<file path="src/rtl/pipe_ctrl_if.sv">
// Hazard/redirect inputs and enable/flush outputs between pipe_ctrl and the core datapath.
interface pipe_ctrl_if #(
  parameter int CNT_W = 32
);
  logic             load_use_hazard;
  logic             ex_branch_taken;
  logic             dmem_busy;
  logic             halt_req;
  logic             pc_en;
  logic             if_id_en;
  logic             if_id_flush;
  logic             id_ex_bubble;
  logic             ex_mem_en;
  logic             halted;
  logic [CNT_W-1:0] stall_cycles;
  logic [CNT_W-1:0] flush_count;

  modport master (
    input  load_use_hazard, ex_branch_taken, dmem_busy, halt_req,
    output pc_en, if_id_en, if_id_flush, id_ex_bubble, ex_mem_en, halted,
    output stall_cycles, flush_count
  );

  modport slave (
    output load_use_hazard, ex_branch_taken, dmem_busy, halt_req,
    input  pc_en, if_id_en, if_id_flush, id_ex_bubble, ex_mem_en, halted,
    input  stall_cycles, flush_count
  );
endinterface

</file>
<file path="src/rtl/pipe_ctrl.sv">
// Pipeline sequencer: turns hazard, redirect, memory-wait and halt events into
// stage enables, flush/bubble controls and saturating stall/flush counters.
module pipe_ctrl #(
  parameter int BR_PENALTY = 1,
  parameter int CNT_W      = 32
) (
  input  logic          clk,
  input  logic          rst,
  pipe_ctrl_if.master   io
);
  typedef enum logic [1:0] {RUN, FLUSH, MEM_WAIT, HALTED} state_t;

  state_t           r_state;
  logic [3:0]       r_fcnt;
  logic [CNT_W-1:0] r_stall_cnt;
  logic [CNT_W-1:0] r_flush_cnt;

  logic w_pc_en, w_if_id_en, w_flush, w_bubble, w_ex_mem_en, w_redirect;

  function automatic logic [CNT_W-1:0] sat_inc(input logic [CNT_W-1:0] v);
    return (&v) ? v : v + 1'b1;
  endfunction

  // Controls are decoded from the current state and live inputs (zero latency).
  always_comb begin
    w_pc_en     = 1'b0;
    w_if_id_en  = 1'b0;
    w_flush     = 1'b0;
    w_bubble    = 1'b0;
    w_ex_mem_en = 1'b0;
    w_redirect  = 1'b0;
    if (!rst) begin
      case (r_state)
        RUN: begin
          if (io.dmem_busy) begin
            // full freeze: ID/EX keeps its contents, nothing is bubbled
          end else if (io.ex_branch_taken) begin
            w_pc_en     = 1'b1;
            w_if_id_en  = 1'b1;
            w_flush     = 1'b1;
            w_bubble    = 1'b1;
            w_ex_mem_en = 1'b1;
            w_redirect  = 1'b1;
          end else if (io.load_use_hazard || io.halt_req) begin
            w_bubble    = 1'b1;
            w_ex_mem_en = 1'b1;
          end else begin
            w_pc_en     = 1'b1;
            w_if_id_en  = 1'b1;
            w_ex_mem_en = 1'b1;
          end
        end
        FLUSH: begin
          if (!io.dmem_busy) begin
            w_pc_en     = 1'b1;
            w_if_id_en  = 1'b1;
            w_flush     = 1'b1;
            w_bubble    = 1'b1;
            w_ex_mem_en = 1'b1;
          end
        end
        MEM_WAIT: begin
        end
        HALTED: begin
          w_bubble    = 1'b1;
          w_ex_mem_en = 1'b1;
        end
        default: begin
        end
      endcase
    end
  end

  always_ff @(posedge clk) begin
    if (rst) begin
      r_state     <= RUN;
      r_fcnt      <= '0;
      r_stall_cnt <= '0;
      r_flush_cnt <= '0;
    end else begin
      if (!w_pc_en && r_state != HALTED) r_stall_cnt <= sat_inc(r_stall_cnt);
      if (w_redirect)                    r_flush_cnt <= sat_inc(r_flush_cnt);
      case (r_state)
        RUN: begin
          if (io.dmem_busy) begin
            r_state <= MEM_WAIT;
          end else if (io.ex_branch_taken) begin
            if (BR_PENALTY > 1) begin
              r_state <= FLUSH;
              r_fcnt  <= 4'(BR_PENALTY - 1);
            end
          end else if (io.load_use_hazard) begin
            r_state <= RUN;
          end else if (io.halt_req) begin
            r_state <= HALTED;
          end
        end
        FLUSH: begin
          if (io.dmem_busy) begin
            r_state <= MEM_WAIT;
            r_fcnt  <= '0;
          end else if (r_fcnt <= 4'd1) begin
            r_state <= RUN;
            r_fcnt  <= '0;
          end else begin
            r_fcnt  <= r_fcnt - 4'd1;
          end
        end
        MEM_WAIT: begin
          if (!io.dmem_busy) r_state <= RUN;
        end
        HALTED: begin
          r_state <= HALTED;
        end
        default: r_state <= RUN;
      endcase
    end
  end

  assign io.pc_en        = w_pc_en;
  assign io.if_id_en     = w_if_id_en;
  assign io.if_id_flush  = w_flush;
  assign io.id_ex_bubble = w_bubble;
  assign io.ex_mem_en    = w_ex_mem_en;
  assign io.halted       = !rst && (r_state == HALTED);
  assign io.stall_cycles = rst ? '0 : r_stall_cnt;
  assign io.flush_count  = rst ? '0 : r_flush_cnt;
endmodule

</file>
<file path="src/flat_wrapper.sv">
// flat-port wrapper written by rule: the top's interface ports become plain ports
module pipe_ctrl_flat 
#(
  parameter int BR_PENALTY = 1,
  parameter int CNT_W      = 32
)
  (clk, rst, io_load_use_hazard, io_ex_branch_taken, io_dmem_busy, io_halt_req, io_pc_en, io_if_id_en, io_if_id_flush, io_id_ex_bubble, io_ex_mem_en, io_halted, io_stall_cycles, io_flush_count);
  pipe_ctrl_if #(.CNT_W(CNT_W)) io_i ();
  input  logic clk;
  input  logic rst;
  input wire logic [$bits(io_i.load_use_hazard)-1:0] io_load_use_hazard;
  input wire logic [$bits(io_i.ex_branch_taken)-1:0] io_ex_branch_taken;
  input wire logic [$bits(io_i.dmem_busy)-1:0] io_dmem_busy;
  input wire logic [$bits(io_i.halt_req)-1:0] io_halt_req;
  output wire logic [$bits(io_i.pc_en)-1:0] io_pc_en;
  output wire logic [$bits(io_i.if_id_en)-1:0] io_if_id_en;
  output wire logic [$bits(io_i.if_id_flush)-1:0] io_if_id_flush;
  output wire logic [$bits(io_i.id_ex_bubble)-1:0] io_id_ex_bubble;
  output wire logic [$bits(io_i.ex_mem_en)-1:0] io_ex_mem_en;
  output wire logic [$bits(io_i.halted)-1:0] io_halted;
  output wire logic [$bits(io_i.stall_cycles)-1:0] io_stall_cycles;
  output wire logic [$bits(io_i.flush_count)-1:0] io_flush_count;
  assign io_i.load_use_hazard = io_load_use_hazard;
  assign io_i.ex_branch_taken = io_ex_branch_taken;
  assign io_i.dmem_busy = io_dmem_busy;
  assign io_i.halt_req = io_halt_req;
  assign io_pc_en = io_i.pc_en;
  assign io_if_id_en = io_i.if_id_en;
  assign io_if_id_flush = io_i.if_id_flush;
  assign io_id_ex_bubble = io_i.id_ex_bubble;
  assign io_ex_mem_en = io_i.ex_mem_en;
  assign io_halted = io_i.halted;
  assign io_stall_cycles = io_i.stall_cycles;
  assign io_flush_count = io_i.flush_count;
  pipe_ctrl #(.BR_PENALTY(BR_PENALTY), .CNT_W(CNT_W)) u_core (.clk(clk), .rst(rst), .io(io_i));
endmodule
</file>
<file path="config.mk">
export PLATFORM = sky130hd
export DESIGN_NAME = pipe_ctrl_flat
export DESIGN_NICKNAME = d
export VERILOG_FILES = /design/src/rtl/pipe_ctrl_if.sv /design/src/rtl/pipe_ctrl.sv /design/src/flat_wrapper.sv
export SDC_FILE = /design/constraint.sdc
export NUM_CORES = 1
export LEC_CHECK = 0
export BUFFER_PORTS_ARGS = -buffer_cell sky130_fd_sc_hd__buf_2
export CAP_MARGIN = 5
export CORE_MARGIN = 2
export CORE_UTILIZATION = 60
export CTS_CLUSTER_DIAMETER = 50
export DETAILED_ROUTE_END_ITERATION = 12
export PLACE_DENSITY = 0.9
export SYNTH_ARGS = -nofsm -noshare
export SYNTH_HDL_FRONTEND = slang
export SYNTH_SLANG_ARGS = --single-unit
</file>
<file path="constraint.sdc">
create_clock -name clk -period 5.7 [get_ports clk]
set_input_delay 0.57 -clock clk [delete_from_list [all_inputs] [get_ports clk]]
set_output_delay 0.57 -clock clk [all_outputs]
set_load 0.1 [all_outputs]
</file>
==> impl_metrics.ini <==
[status]
status = completed

[clock_network]
cts_made_buffers = 9
hold_buffers = 0
clkSinkCount = 70
cts_resized = 0
path_clk_slew_ns = 0.07
cts.path.max_buffers = 2
clock-root-buffer = clkbuf_8
htree_levels = 3
cts_tree = built
post_cts.repair.setup_buffers = 0
insertion_delay_ns = 0.34

[sta]
finalHoldViolCount = 0
tightest_slew_ns = 1.22
slew_headroom_pct = 17.4
skew_ns = 0.00620
setup_viol = 0
maxSlewViolCount = 0
finalCritPeriodShare_pct = 53.6
timing.setup.tns_ns = 0
hold-worst-slack_ns = 0.522
finalCriticalPeriod_ns = 3.05
max_freq_ghz = 0.327
rsz0062_at_grt = false

[layout]
n_antenna_cell = 0
syn_to_final_growth_pct = 13.7
drive_gt1_share_pct = 23.0
final_cell_mix = buf_2 (74), nor2_1 (70), dfxtp_1 (70), nor2b_1 (59), mux2_2 (33)
final_common_cell = buf_2
final_nets = 575

[floorplanning]
die_w_um = 85.6
ios = 76
die_h_um = 85.6
design.die.area_mm2 = 0.00732
initial_core_util_pct = 62.5
num_rows = 29
core_area_mm2 = 0.00639

[drt]
drtAntennaViolNets = 0
wl_per_cell_um = 15.2
vias = 3992
drc = 0
dr.first_iter.drc_count = 348
dr.pass1.iters = 5
routed_via_density = 6.18
wirelength_um = 9800

[setup_path]
crit_fanout = 68
crit_required_ns = 5.93
cp-end-kind = flop
critPathArrivalTime_ns = 3.28
startpoint_type = primary input
crit_type = primary input to flop

[grt]
grt_max_degree = 70
grt.overflow.total = 0
grt_use_total_pct = 26.5
grt_pass1_wl_um = 16100
grt_pass1_vias = 3699
antenna_found_initial = 0

[synthesis]
ys_seq_area_share_pct = 35.1
synth_cells = 504
synth-async-reset-ratio_pct = 0
synth.net_count = 514
synth.cell_area_mm2 = 0.00399
synth_seq_cells = 70
synth_area_per_cell_um2 = 7.92
ys.flop_type = dfxtp_1
synth_edf_count = 0
yosysUniqueCellTypes = 49
yosysWarnings = 0

[place]
place_hpwl_um = 6850
gp_congestion = 0.906
io_buffers = 75

[min_path]
hold_class = flop to flop

[power_and_ir_drop]
power_density_mw_per_mm2 = 199
power.leakage_nw = 1.85
ir_drop_mv = 0.161

[flow_run]
timing.max_cap.violations = 0
final timing paths:
path                                               end              start  cells past startpoint  slack, ns
worst max register to register  u_core.r_flush_cnt[29]  u_core.r_state[1]                      5       2.82
worst min register to register        u_core.r_fcnt[3]   u_core.r_fcnt[3]                      2       0.52
worst min-delay path                  u_core.r_fcnt[3]   u_core.r_fcnt[3]                      2       0.52
worst max-delay path            u_core.r_flush_cnt[29]                rst                      6       2.65
report_power, final:
group	total [W]	internal (W)	switching, W	leakage (nW)
Sequential	0.000497	0.000492	0.00000476	0.565
Clock	0.000337	0.000152	0.000185	0.0817
Combinational	0.0000668	0.0000142	0.0000526	1.20
per-stage QoR:
| stage | std cells | setup WS (ns) | power [W] | instance area, µm² | util (%) |
|---|---|---|---|---|---|
| 2_1_floorplan | 504 | 0.436 | 0.000564 | 3990 | - |
| 3_3_place_gp | 630 | 2.39 | 0.000572 | 4370 | 68.4 |
| 3_5_place_dp | 630 | 2.30 | 0.000574 | 4370 | 68.4 |
| 4_1_cts | 645 | 2.67 | 0.000901 | 4520 | 70.8 |
| 5_1_grt | 646 | 2.58 | 0.000931 | 4540 | 71.0 |
| 6_report | 646 | 2.65 | 0.000901 | 4540 | 71.0 |
worst max-delay path, cell delays in order:
cell and delay (ns):
buf_4 0.29, or3_1 0.48, or4_1 0.70, or4_4 0.58, nor4_2 0.27, mux2_1 0.36
state kept, by name, indices dropped and copies added, names as in the netlist:
| signal | count |
|---|---|
| u_core.r_flush_cnt | 32 |
| u_core.r_stall_cnt | 32 |
| u_core.r_fcnt | 4 |
| u_core.r_state | 2 |
per-layer routing:
metal / vias to the layer above / routed length [µm] / GRT usage [%]
li1: 1937 / - / -
met1: 1867 / 4250 / 34.1
met2: 172 / 4750 / 44.3
met3: 16 / 665 / 5.77
met4: 0 / 129 / 8.66
met5: - / 0 / 0
synth_stat cells, drive strengths merged, types with 6 or more instances:
| master | count | share of area, % |
|---|---|---|
| xnor2 | 6 | 1.3 |
| nor3 | 21 | 2.6 |
| or3 | 13 | 2.0 |
| dfxtp | 70 | 35 |
| nor2 | 70 | 6.6 |
| and4 | 8 | 1.8 |
| buf | 7 | 1.0 |
| clkbuf | 20 | 1.9 |
| nand3 | 23 | 2.9 |
| nor4 | 13 | 2.2 |
| o21ai | 19 | 2.4 |
| o31ai | 7 | 1.3 |
| nand2 | 32 | 3.0 |
| a21oi | 21 | 2.6 |
| or4 | 13 | 2.5 |
| inv | 11 | 1.0 |
| mux2 | 34 | 9.6 |
| nand4 | 17 | 2.7 |
| nor2b | 59 | 9.2 |
final cells by class:
type	count	area [µm²]
clock inverter	5	27.5
sequential	70	1400
clock buffer	10	128
multi-input combinational	396	2440
inverter	11	41.3
timing repair buffer	77	400
tap	77	96.3
fill	514	1850
kinds of logic after synthesis:
group | after synthesis | synth area share (%)
AOI/OAI and AO/OA | 63 | 9.53
xor gates and xnor gates | 6 | 1.32
adders and majority gates | 4 | 1.25
buffers and inverters | 38 | 3.92
DFF | 70 | 35.1
muxes | 34 | 9.59
and+or+nand+nor | 289 | 39.3
No activity file was read; power rests on OpenSTA's default activity.
